<file path="config.mk">
export PLATFORM = sky130hd
export DESIGN_NAME = tick_ctrl
export DESIGN_NICKNAME = d
export VERILOG_FILES = /design/src/rtl/tick_ctrl.sv
export SDC_FILE = /design/constraint.sdc
export NUM_CORES = 1
export LEC_CHECK = 0
export BUFFER_PORTS_ARGS = -buffer_cell sky130_fd_sc_hd__clkbuf_2
export CORE_MARGIN = 3
export CORE_UTILIZATION = 35
export DETAILED_ROUTE_END_ITERATION = 6
export GPL_TIMING_DRIVEN = 0
export PLACE_DENSITY_LB_ADDON = 0.2
export SYNTH_ARGS = -nofsm -noshare
export SYNTH_HDL_FRONTEND = slang
export SYNTH_SLANG_ARGS = --single-unit
export TNS_END_PERCENT = 50
</file>
<file path="constraint.sdc">
create_clock -name clk -period 2.3 [get_ports clk]
set_input_delay 0.345 -clock clk [delete_from_list [all_inputs] [get_ports clk]]
set_output_delay 0.345 -clock clk [all_outputs]
set_load 0.05 [all_outputs]
</file>
<file path="src/rtl/tick_ctrl.sv">
// tick_ctrl: prescaled one-cycle tick generator with a debounced RUN/PAUSE toggle.
// Build option TICK_STEP_EN adds btn_step for single-step ticks while paused.

module tick_ctrl_btn #(
    parameter int DB_LEN = 4
) (
    input  logic clk,
    input  logic rst_n,
    input  logic btn,
    output logic press_p
);

    logic [1:0]        sync_q;
    logic [1:0]        sync_d;
    logic [DB_LEN-1:0] sr_q;
    logic [DB_LEN-1:0] sr_d;
    logic              db_q;
    logic              db_d;
    logic              db_dly_q;
    logic              db_dly_d;

    // Level only moves once DB_LEN consecutive synchronised samples agree.
    always_comb begin
        sync_d   = {sync_q[0], btn};
        sr_d     = {sr_q[DB_LEN-2:0], sync_q[1]};
        db_d     = db_q;
        if (&sr_q) begin
            db_d = 1'b1;
        end else if (~|sr_q) begin
            db_d = 1'b0;
        end
        db_dly_d = db_q;
    end

    always_ff @(posedge clk or negedge rst_n) begin
        if (!rst_n) begin
            sync_q   <= '0;
            sr_q     <= '0;
            db_q     <= 1'b0;
            db_dly_q <= 1'b0;
        end else begin
            sync_q   <= sync_d;
            sr_q     <= sr_d;
            db_q     <= db_d;
            db_dly_q <= db_dly_d;
        end
    end

    assign press_p = db_q & ~db_dly_q;

endmodule

module tick_ctrl #(
    parameter int DIV_WIDTH = 27,
    parameter int DIV_MAX   = 99_999_999,
    parameter int DB_LEN    = 4
) (
    input  logic clk,
    input  logic rst_n,
    input  logic btn_pause,
`ifdef TICK_STEP_EN
    input  logic btn_step,
`endif
    output logic tick,
    output logic running
);

    localparam logic [DIV_WIDTH-1:0] DIV_TOP = DIV_WIDTH'(DIV_MAX);

    typedef enum logic {
        ST_RUN   = 1'b0,
        ST_PAUSE = 1'b1
    } state_e;

    state_e               state_q;
    state_e               state_d;
    logic [DIV_WIDTH-1:0] div_cnt_q;
    logic [DIV_WIDTH-1:0] div_cnt_d;
    logic                 tick_q;
    logic                 tick_d;
    logic                 pause_p;

    tick_ctrl_btn #(
        .DB_LEN (DB_LEN)
    ) u_btn_pause (
        .clk     (clk),
        .rst_n   (rst_n),
        .btn     (btn_pause),
        .press_p (pause_p)
    );

`ifdef TICK_STEP_EN
    logic step_p;

    tick_ctrl_btn #(
        .DB_LEN (DB_LEN)
    ) u_btn_step (
        .clk     (clk),
        .rst_n   (rst_n),
        .btn     (btn_step),
        .press_p (step_p)
    );
`endif

    // Prescaler acts on the current state; a press only affects later cycles.
    always_comb begin
        state_d   = state_q;
        div_cnt_d = div_cnt_q;
        tick_d    = 1'b0;
        unique case (state_q)
            ST_RUN: begin
                if (div_cnt_q == DIV_TOP) begin
                    div_cnt_d = '0;
                    tick_d    = 1'b1;
                end else begin
                    div_cnt_d = div_cnt_q + DIV_WIDTH'(1);
                end
                if (pause_p) begin
                    state_d = ST_PAUSE;
                end
            end
            ST_PAUSE: begin
`ifdef TICK_STEP_EN
                tick_d = step_p;
`endif
                if (pause_p) begin
                    state_d = ST_RUN;
                end
            end
        endcase
    end

    always_ff @(posedge clk or negedge rst_n) begin
        if (!rst_n) begin
            state_q   <= ST_RUN;
            div_cnt_q <= '0;
            tick_q    <= 1'b0;
        end else begin
            state_q   <= state_d;
            div_cnt_q <= div_cnt_d;
            tick_q    <= tick_d;
        end
    end

    assign tick    = tick_q;
    assign running = (state_q == ST_RUN);

endmodule

</file>
# Word-level counts from Yosys, hierarchy flattened
# Index checks and enable logic that the tools add are counted.
classes:
  addsub: 1
  n_eq_ne: 2
  n_mux: 8
  bitwise: 3
  n_reduce_logical: 2
ops:
  columns: ["op", "n"]
  rows:
  - ["27-bit by 1-bit adder with 27-bit output (second input constant)", 1]
  - ["27-bit == test (second input constant)", 1]
  - ["27-bit 2-to-1 mux", 1]
  - ["1-bit 2-to-1 mux", 6]
  - ["4-bit AND reduction", 1]
  - ["4-bit OR reduction", 1]
  - ["2-bit by 1-bit != test with 1-bit output (second input constant)", 1]
  - ["1-bit inverter", 2]
  - ["1-bit case mux with 2 select lines", 1]
  - ["1-bit bitwise AND", 1]
word_totals:
  register_bits: 37
  input_bits: 3

# Longest topological paths before layout
logic_depth:
  ltp_word: 4
  mapped_depth: 6
  ltp_nobuf: 5

# By module
# Synthesis repeated with hierarchy kept, for this count alone.
unflattened:
  hier_cells: 161
  hier_area_um2: 1722.9
modules_own_cells:
  columns: ["module", "n_inst", "cells_each", "area_each_um2", "seq_area_each_um2"]
  rows:
  - ["tick_ctrl", 1, 149, 1490.2, 725.7]
  - ["tick_ctrl_btn", 1, 12, 232.7, 200.2]

# Worst setup path before layout
# No wires, ideal clock.
synth_path:
  path_type: "register to register"
  from: "register div_cnt_q[0]"
  to: "register div_cnt_q[26]"
  t_arrival_ps: 1867
  required_ps: 2222
  path_slack_ps: 355
  path_stages_with_launch: 7
  path_buffers: 1
  synth_period_minus_slack_ps: 1945
  path_cell_list: "dfrtp_1 -> ha_1 -> nand2b_1 -> or4_1 -> buf_2 -> or4_1 -> a21oi_1"
synth_between:
  elab_chain_cells: 2
  word_cells_on_any_way: 3
  classes_between: "add/sub (1); eq/ne (1); mux (1)"
synth_lines:
  columns: ["item", "line", "text"]
  rows:
  - ["start, declared", "77", "logic [DIV_WIDTH-1:0] div_cnt_q;"]
  - ["start signal, assigned", "140", "div_cnt_q <= div_cnt_d;"]
  - ["27-bit by 1-bit adder with 27-bit output / 27-bit == test (equally long branches)", "116, 112", null]
  - ["27-bit 2-to-1 mux *", "112", "if (div_cnt_q == DIV_TOP) begin"]
# Every way passes the cells marked *; elsewhere a longest branch is shown, timed or not.
# A chain may end at the register's enable or synchronous reset.

# Worst setup path after layout
# Ends and elaborated chain as after synthesis.

==> flow_metrics.py <==
metrics = {
    "logic_synthesis": {
        "syn_area_per_cell_um2": 10.4,
        "synth_top_cell_area_share_pct": 54.5,
        "synth_common_cells": "dfrtp_1 (37), nand2_1 (13), a21oi_1 (11)",
        "synthFlopType": "dfrtp_1",
        "yosysSeqAreaShare_pct": 54.5,
        "ys_ff_latch": 37,
        "synth_nets": 168,
        "yosysTopAreaCell": "dfrtp_1",
        "synth_area_um2": 1700,
        "yosysWarnings": 0,
        "yosysMostFrequentCell": "dfrtp_1",
        "synth_edf_count": 0,
        "synth-async-reset-ratio_pct": 100,
        "synthCells": 164,
        "synth_cell_types": 32,
        "ys_top_cells_by_area": "dfrtp_1 (55%), xnor2_1 (5.2%), nand4_1 (3.7%)",
    },
    "global_routing": {
        "grt_use_total_pct": 14.3,
        "globalRouteMet2Util_pct": 21.4,
        "antenna_found_initial": 0,
        "busiest_layer": "met2",
        "grtUsageMet3_pct": 4.88,
        "grt_overflow": 0,
        "grt_start_max_net_pins": 38,
        "grt_pass1_wl_um": 6030,
        "grt_pass1_vias": 1287,
        "grt_use_met1_pct": 19.0,
    },
    "clock_tree": {
        "htree_levels": 2,
        "cts_setup_buffers": 0,
        "cts_root_buf": "clkbuf_8",
        "cts.clk_slew.worst_paths_ns": 0.08,
        "clock_sinks": 37,
        "numCtsBuffers": 5,
        "clk_latency_ns": 0.29,
        "clk_path_buf_depth": 2,
        "cts_tree": "yes",
        "holdBufCountCts": 0,
        "cts_resized": 0,
    },
    "power": {
        "ir_drop_v": 0.000445,
        "p_leak_uw": 0.000757,
        "power.density_nw_per_um2": 825,
    },
    "route": {
        "drc": 0,
        "drtIter0Drc": 76,
        "wire_per_inst_um": 14.6,
        "ant_nets": 0,
        "vias": 1300,
        "routed_wl_um": 3340,
        "viasPerCell": 5.70,
        "drt_first_pass_iters": 4,
    },
    "worst_setup_path": {
        "crit_arrival_ns": 2.37,
        "cp.required_ns": 2.51,
        "worstSetupEndpointType": "register",
        "path_cells": "ha_1 > nand2b_1 > or4_4 > buf_2 > or4_1 > a21oi_1",
        "cpPeakStageDelay_ns": 0.57,
        "worst-path-max-fanout": 10,
        "r2r_start": "div_cnt_q[0]",
        "cpMaxStageDelayCell": "or4_4",
        "path_class": "reg -> reg",
        "cp-startpoint": "div_cnt_q[0]",
        "start_kind": "register",
    },
    "placement": {
        "gp_congestion": 0.834,
        "hpwl_um": 2410,
        "placed_area_um2": 1780,
        "port_buffers": 4,
    },
    "sta": {
        "fmax_mhz": 464,
        "tightest_slew_ns": 0.914,
        "fin_skew_ns": 0.00805,
        "setup_viol": 0,
        "maxSlewViolCount": 0,
        "tns_ns": 0,
        "relSlewSlack_pct": 39.0,
        "hold_viol": 0,
        "rsz0062_at_grt": "false",
        "period_share_pct": 93.8,
        "finalCriticalPeriod_ns": 2.16,
    },
    "finish": {
        "fin_area_um2": 1880,
        "fin_nets": 179,
        "drive_gt1_share_pct": 10.2,
        "regArea_um2": 926,
        "antenna_cells": 0,
        "nFillCells": 447,
        "multi_input_area_um2": 748,
        "syn2layout_area_growth_pct": 11.0,
    },
    "die": {
        "die_area_um2": 5720,
        "die_y_um": 75.7,
        "initial_core_util_pct": 37.7,
        "die_x_um": 75.7,
        "core_region_area_um2": 4500,
        "placementRows": 24,
        "io_pins": 5,
    },
    "hold_path": {
        "hold_class": "in -> reg",
        "min-delay-start": "btn_pause",
    },
    "status": {
        "status": "complete, no violations",
    },
    "job": {
        "max_cap_viol_count": 0,
    },
}
through the flow:
| step | worst slack (ns) | hold WS [ns] | std cells | total power (uW) | utilization (%) |
|---|---|---|---|---|---|
| floorplan | 0.355 | 0.0494 | 164 | 1030 | - |
| global placement | 0.109 | 0.341 | 220 | 1100 | 39.6 |
| detailed placement | 0.0826 | 0.336 | 220 | 1110 | 39.6 |
| CTS | 0.0692 | 0.137 | 228 | 1580 | 41.6 |
| global route | 0.0204 | 0.134 | 228 | 1650 | 41.8 |
| finish | 0.143 | 0.154 | 228 | 1550 | 41.8 |
cells in the final DEF (no fill, tap or decap), types with 3 or more instances in the layout:
master | synthesis | final
nand3_1 | 9 | 9
nor2_1 | 8 | 8
or4_1 | 7 | 6
and3_1 | 3 | 3
inv_1 | 4 | 4
nand4_1 | 10 | 10
clkbuf_8 | 0 | 5
dfrtp_1 | 37 | 37
o21ai_0 | 8 | 8
xnor2_1 | 10 | 10
nor2b_1 | 3 | 3
o31ai_1 | 7 | 7
or3_1 | 5 | 5
nor4_1 | 4 | 4
clkbuf_2 | 0 | 5
nand2_1 | 13 | 13
a21oi_1 | 11 | 11
xor2_1 | 4 | 4
kinds of logic (layout without fill, tap and decap cells):
logic type / after synthesis / in the layout / share of synthesized area, %
and+or+nand+nor: 74 / 74 / 25.0
DFF: 37 / 37 / 54.5
AOI/OAI and AO/OA: 29 / 29 / 10.0
xor gates and xnor gates: 14 / 14 / 7.22
buffers and inverters: 8 / 20 / 1.92
adders and majority gates: 1 / 1 / 0.737
muxes: 1 / 1 / 0.590
state kept, by name, indices dropped and copies added, names as in the netlist:
register	count
div_cnt_q	27
u_btn_pause.sr_q	4
u_btn_pause.sync_q	2
state_q	1
tick	1
u_btn_pause.db_dly_d	1
u_btn_pause.db_dly_q	1
critical path, delay by kind of cell, from the launching register on:
family	cells	cell delay, ns
and+or+nand+nor	3	1.09
buffers and inverters	1	0.19
AOI/OAI and AO/OA	1	0.17
adders and majority gates	1	0.22
DFF	1	0.40
report_power, final:
group	switching, uW	total [uW]	internal, uW
logic	154	263	109
registers	103	833	730
clock network	243	457	215
cell type report:
cell class                 instances  share of cell area (%)
multi-input combinational        119                    39.7
buffer                             4                   0.996
sequential                        37                    49.1
clock inverter                     3                    1.20
tap                               52                    3.45
inverter                           4                   0.797
clock buffer                       5                    3.65
timing repair buffer               4                    1.06
layer usage:
layer / routed length (um) / part of all wire (%)
met3: 158 / 4.7
met2: 1500 / 45
met1: 1620 / 48
met4: 59 / 1.8
met5: 0 / 0
path summary, 6_finish.rpt:
kind / endpoint / slack (ns) / cells past startpoint
hold / removal: u_btn_pause.sync_q[0] / 0.15 / 1
min in group asynchronous: div_cnt_q[4] / 0.17 / 1
max in group asynchronous: div_cnt_q[17] / 1.55 / 1
hold reg to reg: u_btn_pause.sync_q[1] / 0.37 / 0
setup / recovery: div_cnt_q[26] / 0.14 / 6
setup reg to reg: div_cnt_q[26] / 0.14 / 6
Note: power is estimated with default switching activity, not from simulation.
